## src/rtl/noc_dual_rail_rx_mux.sv

```systemverilog
// Multi-channel dual-rail 4-phase NoC receiver: per-rail synchronisers, codeword
// completion detect, round-robin arbitration into one FIFO with a valid/ready output.
module noc_dual_rail_rx_mux #(
  parameter  int NOC_WID     = 16,
  parameter  int NUM_CH      = 4,
  parameter  int DEPTH       = 8,
  parameter  int SYNC_STAGES = 2,
  localparam int CH_W        = (NUM_CH > 1) ? $clog2(NUM_CH) : 1,
  localparam int CNT_W       = $clog2(DEPTH + 1)
) (
  input  logic                         clk,
  input  logic                         rst,
  input  logic [NUM_CH*2*NOC_WID-1:0]  ch_d,
  output logic [NUM_CH-1:0]            ch_ack,
  output logic [NOC_WID-1:0]           out_data,
  output logic [CH_W-1:0]              out_ch,
  output logic                         out_valid,
  input  logic                         out_ready,
  output logic [CNT_W-1:0]             fifo_count,
  output logic [NUM_CH-1:0]            err,
  input  logic [NUM_CH-1:0]            err_clr
);

  localparam int RAIL_W = NUM_CH * 2 * NOC_WID;
  localparam int PTR_W  = (DEPTH > 1) ? $clog2(DEPTH) : 1;

  typedef enum logic {
    IDLE   = 1'b0,
    ACK_HI = 1'b1
  } ch_state_t;

  // ---------------------------------------------------------------------------
  // Rail synchronisers (each rail independent; completion detection tolerates skew)
  // ---------------------------------------------------------------------------
  logic [RAIL_W-1:0] s;

  generate
    if (SYNC_STAGES == 0) begin : g_bypass
      assign s = ch_d;
    end else begin : g_sync
      logic [RAIL_W-1:0] sync_q [SYNC_STAGES];

      // NOTE: every flop in a clocked block is assigned with <=, so all stages
      // sample the pre-edge values and the chain shifts by exactly one per clock.
      always_ff @(posedge clk) begin
        if (rst) begin
          for (int i = 0; i < SYNC_STAGES; i++) sync_q[i] <= '0;
        end else begin
          sync_q[0] <= ch_d;
          for (int i = 1; i < SYNC_STAGES; i++) sync_q[i] <= sync_q[i-1];
        end
      end

      assign s = sync_q[SYNC_STAGES-1];
    end
  endgenerate

  // ---------------------------------------------------------------------------
  // Codeword decode: 01 -> 0, 10 -> 1, 00 -> spacer, 11 -> illegal
  // ---------------------------------------------------------------------------
  logic [NUM_CH-1:0]  complete;
  logic [NUM_CH-1:0]  spacer;
  logic [NUM_CH-1:0]  illegal;
  logic [NOC_WID-1:0] word [NUM_CH];

  // NOTE: each output gets a default at the top of the block, so no path
  // leaves a value unassigned and no latch is inferred.
  always_comb begin
    for (int c = 0; c < NUM_CH; c++) begin
      complete[c] = 1'b1;
      spacer[c]   = 1'b1;
      illegal[c]  = 1'b0;
      word[c]     = '0;
      for (int j = 0; j < NOC_WID; j++) begin
        complete[c] = complete[c] & (s[c*2*NOC_WID + 2*j] ^ s[c*2*NOC_WID + 2*j + 1]);
        spacer[c]   = spacer[c] & ~(s[c*2*NOC_WID + 2*j] | s[c*2*NOC_WID + 2*j + 1]);
        illegal[c]  = illegal[c] | (s[c*2*NOC_WID + 2*j] & s[c*2*NOC_WID + 2*j + 1]);
        word[c][j]  = s[c*2*NOC_WID + 2*j + 1];
      end
    end
  end

  // ---------------------------------------------------------------------------
  // Per-channel handshake state, requests and round-robin arbitration
  // ---------------------------------------------------------------------------
  ch_state_t         state [NUM_CH];
  logic [NUM_CH-1:0] req;
  logic [NUM_CH-1:0] err_set;
  logic [CH_W-1:0]   rr_ptr;
  logic [CH_W-1:0]   grant_idx;
  logic              grant_valid;

  always_comb begin
    for (int c = 0; c < NUM_CH; c++) begin
      req[c]     = (state[c] == IDLE) & complete[c] & ~illegal[c];
      err_set[c] = (state[c] == IDLE) & illegal[c];
    end
  end

  // Full FIFO blocks the grant even when a pop happens in the same cycle.
  always_comb begin
    grant_valid = 1'b0;
    grant_idx   = '0;
    if (fifo_count < CNT_W'(DEPTH)) begin
      for (int k = 0; k < NUM_CH; k++) begin
        if (!grant_valid && req[(int'(rr_ptr) + k) % NUM_CH]) begin
          grant_valid = 1'b1;
          grant_idx   = CH_W'((int'(rr_ptr) + k) % NUM_CH);
        end
      end
    end
  end

  always_ff @(posedge clk) begin
    if (rst) begin
      for (int c = 0; c < NUM_CH; c++) state[c] <= IDLE;
      ch_ack <= '0;
      err    <= '0;
      rr_ptr <= '0;
    end else begin
      for (int c = 0; c < NUM_CH; c++) begin
        case (state[c])
          IDLE: begin
            if (grant_valid && (grant_idx == CH_W'(c))) begin
              state[c]  <= ACK_HI;
              ch_ack[c] <= 1'b1;
            end
          end
          ACK_HI: begin
            if (spacer[c]) begin
              state[c]  <= IDLE;
              ch_ack[c] <= 1'b0;
            end
          end
        endcase
      end
      err <= (err & ~err_clr) | err_set;
      if (grant_valid) begin
        rr_ptr <= (grant_idx == CH_W'(NUM_CH - 1)) ? '0 : grant_idx + 1'b1;
      end
    end
  end

  // ---------------------------------------------------------------------------
  // Circular FIFO with head presented combinationally from storage
  // ---------------------------------------------------------------------------
  logic [NOC_WID-1:0] mem_data [DEPTH];
  logic [CH_W-1:0]    mem_ch   [DEPTH];
  logic [PTR_W-1:0]   wr_ptr;
  logic [PTR_W-1:0]   rd_ptr;
  logic [NOC_WID-1:0] last_data;
  logic [CH_W-1:0]    last_ch;
  logic               push;
  logic               pop;

  assign push      = grant_valid;
  assign out_valid = (fifo_count != '0);
  assign pop       = out_valid & out_ready;

  // NOTE: storage has no reset; entries are only read while counted as valid,
  // and reset clears the pointers and count, which discards the contents.
  always_ff @(posedge clk) begin
    if (push) begin
      mem_data[wr_ptr] <= word[grant_idx];
      mem_ch[wr_ptr]   <= grant_idx;
    end
  end

  always_ff @(posedge clk) begin
    if (rst) begin
      wr_ptr     <= '0;
      rd_ptr     <= '0;
      fifo_count <= '0;
      last_data  <= '0;
      last_ch    <= '0;
    end else begin
      if (push) wr_ptr <= wr_ptr + 1'b1;
      if (pop)  rd_ptr <= rd_ptr + 1'b1;
      case ({push, pop})
        2'b10:   fifo_count <= fifo_count + 1'b1;
        2'b01:   fifo_count <= fifo_count - 1'b1;
        default: fifo_count <= fifo_count;
      endcase
      // Remember the head so the outputs hold their last value once empty.
      if (out_valid) begin
        last_data <= mem_data[rd_ptr];
        last_ch   <= mem_ch[rd_ptr];
      end
    end
  end

  assign out_data = out_valid ? mem_data[rd_ptr] : last_data;
  assign out_ch   = out_valid ? mem_ch[rd_ptr]   : last_ch;

endmodule
```

## config.mk

```make
export PLATFORM = sky130hd
export DESIGN_NAME = noc_dual_rail_rx_mux
export DESIGN_NICKNAME = d
export VERILOG_FILES = /design/src/rtl/noc_dual_rail_rx_mux.sv
export SDC_FILE = /design/constraint.sdc
export NUM_CORES = 1
export LEC_CHECK = 0
export BUFFER_PORTS_ARGS = -buffer_cell sky130_fd_sc_hd__buf_2
export CAP_MARGIN = 30
export CORE_UTILIZATION = 45
export DETAILED_ROUTE_END_ITERATION = 8
export PLACE_DENSITY = 0.62
export SYNTH_ARGS = -nofsm -noshare
export SYNTH_HDL_FRONTEND = slang
export SYNTH_SLANG_ARGS = --single-unit
```

## constraint.sdc

```tcl
create_clock -name clk -period 4.95 [get_ports clk]
set_clock_uncertainty 0.15 [all_clocks]
set_input_delay 0 -clock clk [delete_from_list [all_inputs] [get_ports clk]]
set_output_delay 0 -clock clk [all_outputs]
set_load 0.1 [all_outputs]
```

==> results of run 1 <==
## area by class of cell
| cell class | instances | area [um2] |
|---|---|---|
| fill | 3121 | 15980 |
| sequential | 445 | 10390 |
| multi-input combinational | 720 | 6190 |
| timing repair buffer | 337 | 2501 |
| clock buffer | 70 | 1375 |
| tap | 511 | 639.4 |
| inverter | 142 | 533.0 |
| clock inverter | 14 | 142.6 |
## logic make-up after synthesis
family	count (synthesis)	synth area share
compound gates	59	0.02064
xor+xnor	7	0.003537
fa+ha+maj	138	0.1000
buf+inv	197	0.04446
flops	445	0.5994
mux	72	0.08041
simple gates	444	0.1515
## cell usage in the layout (no fill, tap or decap), types with 14 or more instances in the layout
cell type      netlist  final
nor4_1              21     20
ha_1               137    137
clkbuf_16            0     49
clkbuf_1            44     14
o21ai_0             26     26
buf_2                6    164
mux4_2              46     46
nand2_1             33     33
nor2_1              42     42
inv_1              142    142
buf_4                0     22
mux2i_1             20     20
nand4_1             26     26
a21oi_1             17     17
dlygate4sd3_1        0    150
nor2b_1            274    274
edfxtp_1           148    148
dfxtp_1            297    295
## worst max-delay path, cell delays in order (launching register included)
cell and delay (ns):
dfxtp_1 0.35, ha_1 0.19, nor4_1 0.57, and4_1 0.37, and3_1 0.35, a22oi_1 0.12
a21oi_1 0.25, a311o_1 0.16, buf_4 0.30, mux4_1 0.81
## power by group through the flow
| stage | Combinational, mW | Sequential (mW) | Clock (mW) |
|---|---|---|---|
| 6_report | 0.401 | 3.92 | 3.42 |
| 5_1_grt | 0.446 | 3.93 | 3.64 |
| 4_1_cts | 0.402 | 3.92 | 3.49 |
| 3_5_place_dp | 0.310 | 4.00 | 0 |
| 3_3_place_gp | 0.308 | 4.00 | 0 |
| 2_1_floorplan | 0.178 | 3.99 | 0 |
## path summary, 6_finish.rpt
kind	end
worst min register to register	g_sync.sync_q[0][240]
worst max-delay path	mem_data[5][3]
worst max register to register	mem_data[5][3]
worst min-delay path	g_sync.sync_q[0][58]
## metrics by stage
step	area [um2]	power [mW]
2_1_floorplan	17330	4.164
3_3_place_gp	18750	4.307
3_5_place_dp	18750	4.312
4_1_cts	21770	7.814
5_1_grt	21770	8.020
6_report	21770	7.746
## state kept, by name (all words and copies together) (netlist names), named ones only
register       flops
ch_ack             4
err                4
fifo_count         4
g_sync.sync_q    256
last_ch            2
last_data         16
mem_ch            16
mem_data         128
rd_ptr             3
rr_ptr             2
state              4
wr_ptr             3
## per-layer routing
layer / share of wire / track usage
met1: 0.42 / 0.2590
met2: 0.51 / 0.3791
met3: 0.047 / 0.03134
met4: 0.026 / 0.06718
met5: 0 / 0
## timing repair
action                                  4_1_cts  5_1_grt
hold buffers                                150        0
hold endpoints to repair                    167        0
buffers inserted                              0        0
endpoints found under the setup margin        0        0
==> impl_metrics.env, run 1 <==
export IMPL_p_sw_frac=0.2063
export IMPL_drv_slew=0
export IMPL_gr_total_overflow=0
export IMPL_p_int_mw=6.148
export IMPL_finalHoldViolations=0
export IMPL_end_kind="flip-flop"
export IMPL_setup_slack_ns=0.9415
export IMPL_p_switching_mw=1.598
export IMPL_firstDrtPassIters=5
export IMPL_fin_crit_sh=0.8098
export IMPL_grt_pass1_wl_mm=62.48
export IMPL_wl_per_cell_um=17.87
export IMPL_ff2ff_path_depth=9
export IMPL_layoutNonFillerInstCount=2239
export IMPL_worstPathArrival_ns=4.06
export IMPL_std_cell_rows=71
export IMPL_drtIter0Drc=676
export IMPL_cp_max_fo=16
export IMPL_synth_seq_cells=445
export IMPL_drive_gt1_frac=0.1782
export IMPL_first_global_vias=11227
export IMPL_clk_pin_slew_worst_paths_ns=0.06
export IMPL_syn_instance_count=1362
export IMPL_yosysMostFrequentCell="dfxtp_1"
export IMPL_hold_ws_ns=0.03763
export IMPL_cp_start_kind="flip-flop"
export IMPL_start_util=0.4591
export IMPL_maxClockFrequency_ghz=0.2495
export IMPL_place_hpwl_mm=28.14
export IMPL_finalWeightedCongestion=0.8695
export IMPL_pwr_share_clk=0.442
export IMPL_cts_sinks=445
export IMPL_synth_largest_area_cell="dfxtp_1"
export IMPL_grt_max_degree=122
export IMPL_startpoint="g_sync.sync_q[0][151]"
export IMPL_layout_nets=1965
export IMPL_syn_nets=1635
export IMPL_async_reset_ff_frac=0
export IMPL_r2r_start="g_sync.sync_q[0][151]"
export IMPL_drc=0
export IMPL_clock_root_buffer="clkbuf_16"
export IMPL_num_io_pins=166
export IMPL_pwr_share_comb=0.052
export IMPL_clockBufferDepth=3
export IMPL_synth_area_top_cells="dfxtp_1, edfxtp_1, ha_1"
export IMPL_tns_ns=0
export IMPL_place_ws_ns=0.9569
export IMPL_hold_path_depth=3
export IMPL_antenna_cells=0
export IMPL_wirelength_mm=40.01
export IMPL_synth_cell_types=43
export IMPL_hp_start="ch_d[58]"
export IMPL_synth_edf_count=148
export IMPL_core_um2=37760
export IMPL_dp_cells=2005
export IMPL_status="completed"
export IMPL_grt_use_total=0.2111
export IMPL_clock_latency_ns=0.56
export IMPL_seqPwrFrac=0.506
export IMPL_ys_seq_area_frac=0.5994
export IMPL_syn_area_um2=17330
export IMPL_area_growth_pct=25.61
export IMPL_ir_drop_mv=0.2517
export IMPL_cts_tree="yes"
export IMPL_power_leakage_nw=8.801
export IMPL_avgSynthCellArea_um2=12.73
export IMPL_die_area_um2=39310
export IMPL_rrSetupSlack_ns=0.94
export IMPL_utilization=0.5767
export IMPL_antenna_found_initial=1
export IMPL_rsz0062_at_grt="false"
export IMPL_worstPathRequired_ns=5.01
export IMPL_ant_nets=0
export IMPL_h_tree_depth=2
export IMPL_fin_crit_ns=4.009
export IMPL_cap_violations=0
export IMPL_die_h_um=198.3
export IMPL_chipWidth_um=198.3
export IMPL_cts_resized=0
export IMPL_synth_top_cell_area_share=0.3430
export IMPL_ys_warn_count=0
export IMPL_finalSetupViolations=0
export IMPL_hp_class="input pin to flip-flop"
export IMPL_power_density_nw_per_um2=355.7
export IMPL_slew_headroom=0.3516
export IMPL_worstSetupPathType="flip-flop to flip-flop"
export IMPL_worst_pin_slew_ns=0.9726
export IMPL_vias_per_cell=4.782
export IMPL_vias=10708
export IMPL_cts_buffers=46
export IMPL_port_buffers=165
export IMPL_synth_flop_cell="dfxtp_1"
export IMPL_synthTopCellsByCount="dfxtp_1, nor2b_1, edfxtp_1"
Power figures use the tool's default switching activity.
==> run 2, diff against run 1 <==
ABC_AREA = 1   (was unset)
PLACE_DENSITY = 0.65   (was 0.62)
clock period = 3.6 ns   (was 4.95 ns; I/O delays follow)
==> impl_metrics.env, run 2 <==
export IMPL_status="completed"
export IMPL_dr_wl_met2_mm=20.97
export IMPL_crit_slowest_cell="dfxtp_1"
export IMPL_synth_seq_cells=445
export IMPL_antenna_found_initial=0
export IMPL_drv_slew=0
export IMPL_ant_nets=0
export IMPL_syn_nets=2319
export IMPL_cts_buffers=46
export IMPL_power_leakage_nw=10.84
export IMPL_finalSetupViolations=0
export IMPL_wl_met3_mm=2.003
export IMPL_area_growth_pct=27.26
export IMPL_top_layer_used="met4"
export IMPL_hold_ws_ns=0.02548
export IMPL_antenna_cells=0
export IMPL_cp_num_buf_inv=2
export IMPL_worstPathRequired_ns=3.96
export IMPL_hp_class="input pin to flip-flop"
export IMPL_final_common_cell="inv_1"
export IMPL_num_io_pins=166
export IMPL_syn_instance_count=2046
export IMPL_clockBufferDepth=3
export IMPL_synth_area_top_cells="dfxtp_1, edfxtp_1, ha_1"
export IMPL_port_buffers=165
export IMPL_yosysMostFrequentCell="inv_1"
export IMPL_start_util=0.4609
export IMPL_max_stage_delay_ns=0.38
export IMPL_m1WireLength_mm=18.20
export IMPL_synthTopCellsByCount="inv_1, nor2_1, dfxtp_1"
export IMPL_ir_drop_mv=0.7618
export IMPL_syn_area_um2=18520
export IMPL_layoutNonFillerInstCount=2972
export IMPL_cap_violations=0
export IMPL_tns_ns=0
export IMPL_h_tree_depth=2
export IMPL_top_regs="g_sync.sync_q x256, mem_data x128"
export IMPL_ys_warn_count=0
export IMPL_cp_max_fo=6
export IMPL_vias_per_cell=4.635
export IMPL_vias=13776
export IMPL_firstDrtPassIters=5
export IMPL_clk_pin_slew_worst_paths_ns=0.06
export IMPL_fin_crit_sh=0.9479
export IMPL_place_hpwl_mm=27.85
export IMPL_cp_start_kind="flip-flop"
export IMPL_std_cell_rows=73
export IMPL_cts_sinks=445
export IMPL_synth_edf_count=148
export IMPL_power_density_nw_per_um2=742.2
export IMPL_finalWeightedCongestion=0.8813
export IMPL_slew_headroom=0.3514
export IMPL_ys_seq_area_frac=0.5609
export IMPL_chipWidth_um=204.9
export IMPL_drtIter0Drc=853
export IMPL_die_area_um2=41980
export IMPL_die_h_um=204.9
export IMPL_async_reset_ff_frac=0
export IMPL_synth_flop_cell="dfxtp_1"
export IMPL_worst_pin_slew_ns=0.9729
export IMPL_dp_cells=2696
export IMPL_largest_reg_flops=256
export IMPL_path_cells="inv_1 -> ha_1 -> nand3_1 -> nand3b_1 -> nor2_2 -> nand2_1 -> nand2_2 -> nand2_2 -> o21ai_4 -> inv_2 -> nand3_2 -> nand2_4 -> ha_4 -> ha_1 -> nand2_1 -> nor2_1 -> a211oi_2 -> o21ai_1 -> a21o_1 -> a21oi_1 -> o21a_1"
export IMPL_synth_cell_types=43
export IMPL_avgSynthCellArea_um2=9.054
export IMPL_layout_nets=2683
export IMPL_end_kind="flip-flop"
export IMPL_fin_crit_ns=3.413
export IMPL_finalHoldViolations=0
export IMPL_top_register="g_sync.sync_q"
export IMPL_maxClockFrequency_ghz=0.2930
export IMPL_worstPathArrival_ns=3.77
export IMPL_grt_pass1_wl_mm=68.09
export IMPL_wirelength_mm=42.48
export IMPL_synth_largest_area_cell="dfxtp_1"
export IMPL_wl_per_cell_um=14.29
export IMPL_grt_use_total=0.2061
export IMPL_utilization=0.5866
export IMPL_synth_top_cell_area_share=0.3210
export IMPL_first_global_vias=13934
export IMPL_worstSetupPathType="flip-flop to flip-flop"
export IMPL_drc=0
export IMPL_grt_max_degree=146
export IMPL_layout_common_cells="inv_1, nor2_1, dfxtp_1"
export IMPL_clock_latency_ns=0.58
export IMPL_cts_tree="yes"
export IMPL_core_um2=40190
export IMPL_gr_total_overflow=0
export IMPL_drive_gt1_frac=0.1438
export IMPL_clock_root_buffer="clkbuf_16"
export IMPL_cp_top_family="compound AO/OA/AOI/OAI gates"
run 2: cell count changes after synthesis, sizes merged, moves of 52 or more:
cell | previous run | this run
nor2 | 42 | 334
mux4 | 52 | 0
inv | 142 | 463
nor2b | 274 | 0
nand2 | 33 | 261
nand3 | 6 | 79
run 2: cells by family after synthesis:
kind of cell	Yosys count	share of synthesized area
and+or+nand+nor	728	0.1631
buffers and inverters	538	0.1127
DFF	445	0.5609
AOI/OAI and AO/OA	159	0.04897
adders and majority gates	138	0.09362
muxes	36	0.01945
xor gates and xnor gates	2	0.001351
run 2: what timing repair did:
item                                    CTS  global route
pin swaps                                 0             7
endpoints found under the setup margin    1            18
hold buffers                            184             0
endpoints found under the hold margin   151             0
setup buffers                             0             7
gates resized for setup                   3            42
run 2: power by group:
part	internal [mW]	switching [mW]	leakage, nW
Sequential	6.14	0.270	3.85
Clock	2.80	1.93	0.756
Combinational	1.62	4.74	6.24
run 2: worst min-delay path, cell delays in order:
cell and delay (ns):
dlygate4sd3_1 0.52, buf_2 0.09, inv_1 0.03, nor2_1 0.07
run 2: final timing paths:
path                    startpoint  cells after the start  slack [ns]                    end
max          g_sync.sync_q[0][239]                     21        0.19          fifo_count[3]
min                      ch_d[122]                      4        0.03  g_sync.sync_q[0][122]
max reg2reg  g_sync.sync_q[0][239]                     21        0.19          fifo_count[3]
min reg2reg   g_sync.sync_q[0][14]                      2        0.24  g_sync.sync_q[0][142]
run 2: through the flow:
| stage | total power [mW] | cell area [um2] | worst slack, ns |
|---|---|---|---|
| 3_5_place_dp | 12.54 | 20030 | -0.1113 |
| 2_1_floorplan | 11.12 | 18550 | -0.09831 |
| 4_1_cts | 17.46 | 23410 | 0.002068 |
| 6_report | 17.50 | 23570 | 0.1874 |
| 3_3_place_gp | 12.42 | 20030 | 0.06894 |
| 5_1_grt | 18.40 | 23570 | -0.03413 |
run 2: per-layer routing:
layer,track usage,vias to the layer above
li1,-,7025
met1,0.2487,6336
met2,0.3615,322
met3,0.03388,93
met4,0.08783,0
met5,0,-
run 2: layout make-up:
type / instances / area, um2
fill: 3408 / 16610
sequential: 445 / 10430
multi-input combinational: 1063 / 6172
timing repair buffer: 388 / 3032
inverter: 466 / 1754
clock buffer: 69 / 1378
tap: 525 / 656.9
clock inverter: 16 / 153.9
